**src/rtl/even_sched_pkg.sv**
```systemverilog
// Shared types for the even-pipe issue scheduler: request classes, unit latencies and
// the reservation-slot record.
package even_sched_pkg;

    localparam logic [2:0] SF1_LAT  = 3'd2;
    localparam logic [2:0] SF2_LAT  = 3'd3;
    localparam logic [2:0] BYTE_LAT = 3'd3;
    localparam logic [2:0] FP6_LAT  = 3'd6;
    localparam logic [2:0] FP7_LAT  = 3'd7;

    typedef enum logic [2:0] {
        CLS_SF1  = 3'd0,
        CLS_SF2  = 3'd1,
        CLS_BYTE = 3'd2,
        CLS_FP6  = 3'd3,
        CLS_FP7  = 3'd4
    } req_class_e;

    typedef struct packed {
        logic       valid;
        logic [0:6] rt;
    } resv_slot_t;

    // Encodings 5-7 map to latency 0, which the top treats as illegal.
    function automatic logic [2:0] class_lat(input req_class_e c);
        case (c)
            CLS_SF1:  class_lat = SF1_LAT;
            CLS_SF2:  class_lat = SF2_LAT;
            CLS_BYTE: class_lat = BYTE_LAT;
            CLS_FP6:  class_lat = FP6_LAT;
            CLS_FP7:  class_lat = FP7_LAT;
            default:  class_lat = 3'd0;
        endcase
    endfunction

endpackage

```
**src/rtl/even_resv_table.sv**
```systemverilog
// Reservation table of in-flight even-pipe writers; slot i holds the result that reaches
// write-back in i cycles. Shifts down every cycle and exposes per-slot match vectors.
module even_resv_table
    import even_sched_pkg::*;
#(
    parameter int MAX_LAT = 7
) (
    input  logic               clk,
    input  logic               reset,
    input  logic               flush,
    input  logic               ins_en,
    input  logic [2:0]         ins_idx,
    input  logic [6:0]         ins_rt,
    input  logic [6:0]         q_rt,
    input  logic [6:0]         q_ra,
    input  logic [6:0]         q_rb,
    input  logic [6:0]         q_rc,
    output logic [MAX_LAT-1:1] slot_valid,
    output logic [MAX_LAT-1:1] rt_hit,
    output logic [MAX_LAT-1:1] ra_hit,
    output logic [MAX_LAT-1:1] rb_hit,
    output logic [MAX_LAT-1:1] rc_hit
);

    resv_slot_t slots [1:MAX_LAT-1];

    always_ff @(posedge clk) begin
        if (!reset || flush) begin
            for (int i = 1; i < MAX_LAT; i++) slots[i] <= '0;
        end else begin
            for (int i = 1; i < MAX_LAT - 1; i++) slots[i] <= slots[i+1];
            slots[MAX_LAT-1] <= '0;
            // Insert lands after the shift, so the new entry is not moved this edge.
            for (int i = 1; i < MAX_LAT; i++) begin
                if (ins_en && (int'(ins_idx) == i)) slots[i] <= '{valid: 1'b1, rt: ins_rt};
            end
        end
    end

    always_comb begin
        slot_valid = '0;
        rt_hit     = '0;
        ra_hit     = '0;
        rb_hit     = '0;
        rc_hit     = '0;
        for (int i = 1; i < MAX_LAT; i++) begin
            slot_valid[i] = slots[i].valid;
            rt_hit[i]     = slots[i].valid && (slots[i].rt == q_rt);
            ra_hit[i]     = slots[i].valid && (slots[i].rt == q_ra);
            rb_hit[i]     = slots[i].valid && (slots[i].rt == q_rb);
            rc_hit[i]     = slots[i].valid && (slots[i].rt == q_rc);
        end
    end

endmodule

```
**src/rtl/even_issue_sched.sv**
```systemverilog
// Even-pipe issue scheduler: structural/RAW/WAW hazard checks against the reservation table.
// Optional stall counters are built when EVEN_SCHED_PERF_EN is defined.
module even_issue_sched
    import even_sched_pkg::*;
#(
    parameter int MAX_LAT      = 7,
    parameter int BYPASS_SLACK = 1
) (
    input  logic        clk,
    input  logic        reset,
    input  logic        flush,
    input  logic        req_valid,
    output logic        req_ready,
    input  logic [2:0]  req_class,
    input  logic        req_wr,
    input  logic [6:0]  req_rt,
    input  logic [6:0]  req_ra,
    input  logic [6:0]  req_rb,
    input  logic [6:0]  req_rc,
    input  logic [2:0]  req_use,
    output logic        issue_valid,
    output logic [2:0]  issue_lat,
    output logic        busy,
    output logic [31:0] struct_stalls,
    output logic [31:0] raw_stalls
);

    // Handshake: an instruction issues on a cycle where req_valid & req_ready; req_ready is a
    // pure function of table state and the offered request and never depends on req_valid.
    logic [MAX_LAT-1:1] slot_valid, rt_hit, ra_hit, rb_hit, rc_hit;
    logic [2:0]         lat;
    logic               class_legal, structural, raw, waw, grant;

    even_resv_table #(.MAX_LAT(MAX_LAT)) u_table (
        .clk        (clk),
        .reset      (reset),
        .flush      (flush),
        .ins_en     (grant && req_wr),
        .ins_idx    (lat - 3'd1),
        .ins_rt     (req_rt),
        .q_rt       (req_rt),
        .q_ra       (req_ra),
        .q_rb       (req_rb),
        .q_rc       (req_rc),
        .slot_valid (slot_valid),
        .rt_hit     (rt_hit),
        .ra_hit     (ra_hit),
        .rb_hit     (rb_hit),
        .rc_hit     (rc_hit)
    );

    always_comb begin
        lat         = class_lat(req_class_e'(req_class));
        class_legal = (req_class <= 3'd4);
        structural  = 1'b0;
        raw         = 1'b0;
        waw         = 1'b0;
        for (int i = 1; i < MAX_LAT; i++) begin
            if (req_wr && (int'(lat) == i) && slot_valid[i]) structural = 1'b1;
            if ((i > BYPASS_SLACK) && ((req_use[2] && ra_hit[i]) || (req_use[1] && rb_hit[i]) ||
                                       (req_use[0] && rc_hit[i]))) raw = 1'b1;
            if (req_wr && (i >= int'(lat)) && rt_hit[i]) waw = 1'b1;
        end
        req_ready = reset && !flush && class_legal && !structural && !raw && !waw;
        grant     = req_valid && req_ready;
        busy      = |slot_valid;
    end

    always_ff @(posedge clk) begin
        if (!reset) begin
            issue_valid <= 1'b0;
            issue_lat   <= 3'd0;
        end else begin
            issue_valid <= grant;
            issue_lat   <= grant ? lat : 3'd0;
        end
    end

    always_ff @(posedge clk) begin
        if (reset && req_valid) illegal_class_a: assert (class_legal);
    end

`ifdef EVEN_SCHED_PERF_EN
    logic [31:0] struct_cnt, raw_cnt;

    // Structural wins attribution; flush does not clear history.
    always_ff @(posedge clk) begin
        if (!reset) begin
            struct_cnt <= '0;
            raw_cnt    <= '0;
        end else begin
            if (req_valid && structural && (struct_cnt != 32'hFFFF_FFFF))
                struct_cnt <= struct_cnt + 32'd1;
            if (req_valid && (raw || waw) && !structural && (raw_cnt != 32'hFFFF_FFFF))
                raw_cnt <= raw_cnt + 32'd1;
        end
    end

    assign struct_stalls = struct_cnt;
    assign raw_stalls    = raw_cnt;
`else
    assign struct_stalls = 32'd0;
    assign raw_stalls    = 32'd0;
`endif

endmodule

```
**config.mk**
```make
export PLATFORM = sky130hd
export DESIGN_NAME = even_issue_sched
export DESIGN_NICKNAME = d
export VERILOG_FILES = /design/src/rtl/even_sched_pkg.sv /design/src/rtl/even_resv_table.sv /design/src/rtl/even_issue_sched.sv
export SDC_FILE = /design/constraint.sdc
export NUM_CORES = 1
export LEC_CHECK = 0
export CORE_ASPECT_RATIO = 1.2
export CORE_MARGIN = 5
export CORE_UTILIZATION = 55
export DETAILED_ROUTE_END_ITERATION = 12
export PLACE_DENSITY = 0.88
export REMOVE_ABC_BUFFERS = 1
export SYNTH_ARGS = -nofsm -noshare
export SYNTH_HDL_FRONTEND = slang
export SYNTH_SLANG_ARGS = --single-unit
```
**constraint.sdc**
```tcl
create_clock -name clk -period 3.3 [get_ports clk]
set_input_delay 0.495 -clock clk [delete_from_list [all_inputs] [get_ports clk]]
set_output_delay 0.495 -clock clk [all_outputs]
set_load 0.005 [all_outputs]
```
---- Word level (Yosys, flattened, before mapping) ----
Memories as Yosys holds them, arrays and structs flattened.
Cells that the tools add are included.
word-level totals
  RAM bits ................................ 48
  bits of input ports ..................... 39
  output and inout bits ................... 70
  latch bits .............................. 0
  memory bits (read-only) ................. 0
  logic and storage cells ................. 204
  bits in registers ....................... 4
  memories ................................ 1
operators by class
  reduce and logical (&&, ||, !) cells .... 93
  magnitude comparators ................... 7
  bitwise gates (word level) .............. 12
  add/sub/neg operators ................... 1
  multiply operators ...................... 0
  div/mod/pow operators ................... 0
  equal/unequal tests ..................... 37
  multiplexer cells ....................... 51
  shift operators ......................... 0
memory list
  name           depth  bits a word  read ports  clocked after memory_dff  wr ports  RTL line               source
  u_table.slots  6      8            6           0                         6         even_resv_table.sv:25  resv_slot_t slots [1:MAX_LAT-1];
operator list
  operator             count
  $eq 7x7->1           21
  $mux 8               12
  $logic_and 1x1->1    73
  $mux 1               38
  $eq 3x3->1 const B   9
  $eq 3x2->1 const B   6
  $or 1x1->1           12
  $pmux 3 s4           1
  $logic_or 1x1->1     11
  $ge 3x3->1 const A   3
  $ge 2x3->1 const A   2
  $reduce_or 6->1      1
  $logic_not 1->1      5
  $eq 3x1->1 const B   1
  $ge 1x3->1 const A   1
  $le 3x3->1 const B   1
  $logic_not 3->1      1
  $sub 3x1->3 const B  1
  $reduce_and 2->1     1
  $reduce_or 2->1      1

---- Depth between registers and ports, before layout ----
  word-level depth ........................ 23
  depth in mapped cells ................... 9
  depth with buffers taken out ............ 7

---- Cells and area by module ----
From an unflattened synthesis, not the netlist that was laid out.
unflattened totals
  cell total of the unflattened synthesis .. 583
  area total of the unflattened synthesis .. 4689.5 µm²
by module, submodules not included
  module            area an instance (µm²)  times used  cells each
  even_resv_table   3837.4                  1           474
  even_issue_sched  852.1                   1           109

---- Worst setup path before layout ----
Ideal clock, no wire load.
  path kind ............................... input port to output port
  start point ............................. input req_rt[6]
  end point ............................... output req_ready
  data arrival time ....................... 1.801 ns
  slack ................................... 1.004 ns
  cell stages on the path ................. 7
  required time ........................... 2.805 ns
  cell sequence ........................... buf_4 -> xor2_1 -> or3b_1 -> nor4_1 -> o21ai_1 -> a21oi_4 -> nor3_1
between the ends
  cells in the longest elaborated chain, start to end .. 11
  elaborated cells between the ends (all ways) .. 26
  classes of those cells .................. eq/ne (6); mux (6); reduce/logical (14)
RTL lines
  item                   RTL line                source
  start: declaration     even_issue_sched.sv:16  input logic [6:0] req_rt,
  $eq 7x7->1             even_resv_table.sv:48   rt_hit[i] = slots[i].valid && (slots[i].rt == q_rt);
  $logic_and 1x1->1      even_resv_table.sv:48
  $logic_and 1x1->1      even_issue_sched.sv:62  if (req_wr && (i >= int'(lat)) && rt_hit[i]) waw = 1'b1;
  $mux 1 (5 in series)   even_issue_sched.sv:62
  $mux 1 (*)             even_issue_sched.sv:62
  $logic_not 1->1 (*)    even_issue_sched.sv:64  req_ready = reset && !flush && class_legal && !structural && !raw && !waw;
  $logic_and 1x1->1 (*)  even_issue_sched.sv:64
  end: declaration       even_issue_sched.sv:13  output logic req_ready,
Every way passes the cells marked *; elsewhere a longest branch is shown, timed or not.

---- Worst setup path after layout ----
  start point ............................. input req_rt[5]
  end point ............................... output req_ready
Same word-level chain as after synthesis.

==> results <==
- In the synthesized netlist, the cells that appear most often are 139 x sky130_fd_sc_hd__xnor2_1, 107 x sky130_fd_sc_hd__buf_4, 52 x sky130_fd_sc_hd__dfxtp_1, 39 x sky130_fd_sc_hd__nand4_1, 26 x sky130_fd_sc_hd__nand2_1.
- The critical path goes through clkdlybuf4s50_1 -> buf_4 -> xnor2_1 -> nand4_1 -> nor4_1 -> o21ai_1 -> a21oi_4 -> nor3_2 -> clkdlybuf4s50_1.
- The first detailed-routing pass ran for 4 iterations.
- The hold buffer count at CTS is 0.
- TritonCTS built the clock tree.
- The share of the clock period used by the worst path after layout is 95.7%.
- Synthesis inferred 52 register bits.
- The peak fanout along the critical path is 5.
- The fraction of registers with async set or reset after synthesis is 0%.
- The number of nets in the final layout is 552.
- The minimum setup slack among reg-to-reg paths is 830 ps.
- The number of routed nets with antenna violations is 0.
- The initial antenna violation count is 0.
- The buffer count from post-CTS setup fixing is 0.
- The number of instances in the synthesized netlist is 520.
- Port buffering added 44 buffers.
- The mean instance size in the synthesized netlist is 8.59 µm².
- The sequential element share of the synthesized area is 23.3%.
- Global routing consumed, over all layers together, approximately 22% of the routing resources.
- The total instance count after detailed placement is 601.
- The number of vias in the routed layout is between 3,000 and 4,000.
- The launch instance of the worst register-to-register path is u_table.slots[1][6].
- The max-cap check violation count is 0.
- The family with the most delay on the worst path is buffers and inverters.
- The detailed router finished its first iteration with 320 violations.
- The post-synthesis cell type count is 35.
- The total buffers and inverters traversed by the critical path is 3.
- The detailed-route wire length per cell is 18.1 µm.
- Power spread over the standard cell area amounts to 293 nW/µm².
- The final critical path time including I/O delays and setup is 3160 ps.
- The number of global-route vias before repair is around 3,200.
- The floorplan step defined a die boundary enclosing 10,000 µm².
- The region available for standard cell placement spans around 8000 µm².
- The final worst slack is 143 ps.
- The cell that appears most often on the critical path is sky130_fd_sc_hd__clkdlybuf4s50_1.
- On the final layout, the worst clock skew is 14.5 ps.
- For the worst setup path, the data arrival time is 2660 ps.
- The number of gates given a new drive strength after cts is 0.
- The first global-routing pass estimated about 17 mm of wire.
- In the routed design, unresolved DRC markers number 0.
- Summing all placed instances gives a cell area of 4440 µm².
- For the worst setup path, the data required time is between 2000 and 3000 ps.
- The floorplan step set the die height to 109 µm.
- The maximum root-to-sink buffer count is 2.
- The clock insertion delay at the later pin of the skew report is around 320 ps.
- The worst slack at placement is roughly 45 ps.
- The number of max-slew violations in the final report is 0.
- The start point of the critical path is req_rt[5].
- The startpoint identified for the worst hold timing path is u_table.slots[1][7].
- In this run, synthesis inferred 0 flip-flops with an integrated enable.
- The post-route netlist has about 7% of its cells at a drive strength greater than 1.
- The category of the worst setup path capture point is an output pin.
- The slowest stage of the critical path is the sky130_fd_sc_hd__clkdlybuf4s50_1 cell.
- The flow ran to the end, and the final reports show no timing, DRC or antenna violations.
- Yosys attributes the largest share of cell area to sky130_fd_sc_hd__xnor2_1 27%, sky130_fd_sc_hd__dfxtp_1 23%, sky130_fd_sc_hd__buf_4 18%.
- The setup path with the least slack is of type in -> out.
- The class of the most critical hold timing path is reg -> reg.
- The number of warnings issued by yosys is 0.
- The global placement routability congestion is 1.04.
- After the flow finishes, the layout carries non-filler instances totaling 609.
- The cell area that synthesis handed to floorplanning was 4470 µm².
- The maximum vdd drop is 139 µV.
- Setup repair after global routing left no endpoint under its margin.
- The post-detailed-route via-to-cell ratio is approximately 5.3.
- The library cell with the largest summed area after synthesis is sky130_fd_sc_hd__xnor2_1.
- The number of clock sinks seen by CTS is 52.
- The number of core rows is 36.
- The portion of synthesized cell area occupied by the leading cell type is 27.3%.
- The maximum number of pins on one net before global-route repair is 40.
- The placed wire-length estimate after detailed placement is 8.78 mm.
- The relative area change from synthesis to final layout is 2.24%.
- For this run, the leading register cell type out of synthesis is sky130_fd_sc_hd__dfxtp_1.
- The repair_antennas step left the layout with diodes totalling 0.
- Summed over all cells, the static leakage comes to 1.63 nW.
- The total congestion overflow after global routing is 0.
- The maximum cell stage delay along the critical path is 540 ps.
- The final wirelength is 11.0 mm.
- 109 I/O pins were placed.
- The highest clock rate is roughly 320 MHz.
- The number of buffers added by the clock tree synthesis step is 5.
- The finished cells cover between 4000 and 5000 µm².
- The initial standard-cell utilization of the core is 55.7%.
- The final standard cell utilization of the core is 57.0%.
- The count of final hold-check violations is 0.
- The cell with the most instances after synthesis is sky130_fd_sc_hd__xnor2_1.
- The H-tree depth reported by CTS is 2.
- The count of endpoints failing setup in the final report is 0.
- The tree is rooted in a sky130_fd_sc_hd__clkbuf_8.
- The die boundary width is 92.3 µm.
- The worst setup path is launched from an input port.
- Clock-pin slew was measured on the worst setup and hold paths at approximately 100 ps.
[metal layers]
layer | track usage (%) | vias up | part of all wire (%)
met5 | 0 | - | 0
met4 | 10.7 | 0 | 4.2
met3 | 3.59 | 37 | 7.3
met2 | 38.6 | 164 | 48
met1 | 26.5 | 1492 | 40
li1 | - | 1511 | -
[sequential cells by signal, indices dropped and copies added (netlist names)]
signal and flops:
issue_lat 3, issue_valid 1, u_table.slots 48
[power by group]
| group | internal, W | switching [W] |
|---|---|---|
| Sequential | 0.000629 | 0.00000131 |
| Clock | 0.000230 | 0.000222 |
| Combinational | 0.000120 | 0.000134 |
| Total | 0.000979 | 0.000358 |
[stage by stage]
step | hold slack (ps) | TNS [ps] | total power [W]
final | 541 | 0 | 0.00134
after global routing | 583 | 0 | 0.00138
after CTS | 547 | 0 | 0.00134
after detailed placement | 534 | 0 | 0.000894
after global placement | 505 | 0 | 0.000890
after floorplan | 457 | -3760 | 0.000768
[layout by cell type, fill, tap and decap left out, types with 7 or more instances in the layout]
master                            netlist  routed
sky130_fd_sc_hd__nand2_1               26      26
sky130_fd_sc_hd__xnor2_1              139     139
sky130_fd_sc_hd__buf_4                107      16
sky130_fd_sc_hd__nand4_1               39      39
sky130_fd_sc_hd__conb_1                 1      64
sky130_fd_sc_hd__dfxtp_1               52      52
sky130_fd_sc_hd__mux2i_1               22      22
sky130_fd_sc_hd__nor2_1                23      23
sky130_fd_sc_hd__and2_1                17      17
sky130_fd_sc_hd__inv_1                  7       7
sky130_fd_sc_hd__clkdlybuf4s50_1        0      39
sky130_fd_sc_hd__and3_1                 7       7
sky130_fd_sc_hd__xor2_1                 9       9
[path summary, 6_finish.rpt]
kind / cells past startpoint / end
worst min register to register: 2 / u_table.slots[0][15]
worst max register to register: 8 / u_table.slots[0][10]
worst min-delay path: 2 / u_table.slots[0][15]
worst max-delay path: 9 / req_ready
[cell type report]
cell class / instances / area, µm²
Clock inverter: 2 / 38.8
Tap cell: 95 / 119
Fill cell: 686 / 3450
Timing Repair Buffer: 60 / 573
Sequential cell: 52 / 1040
Clock buffer: 6 / 72.6
Multi-Input combinational cell: 387 / 2700
Inverter: 7 / 26.3
[logic make-up after synthesis]
family	count (synthesis)	synth area share [%]
other	1	0.0840
flip-flops	52	23.3
multiplexers	22	4.93
XOR/XNOR	148	29.0
AO/OA/AOI/OAI	15	2.77
buffers and inverters	144	21.9
AND/OR/NAND/NOR	138	18.0
[worst reg2reg max path: cells and delay by family, from the launching register on]
kind	cells	cell delay (ps)
simple gates	4	960
mux	1	200
flops	1	570
buf+inv	1	210
xor+xnor	1	140
compound gates	1	260
No activity file was read; power rests on OpenSTA's default activity.
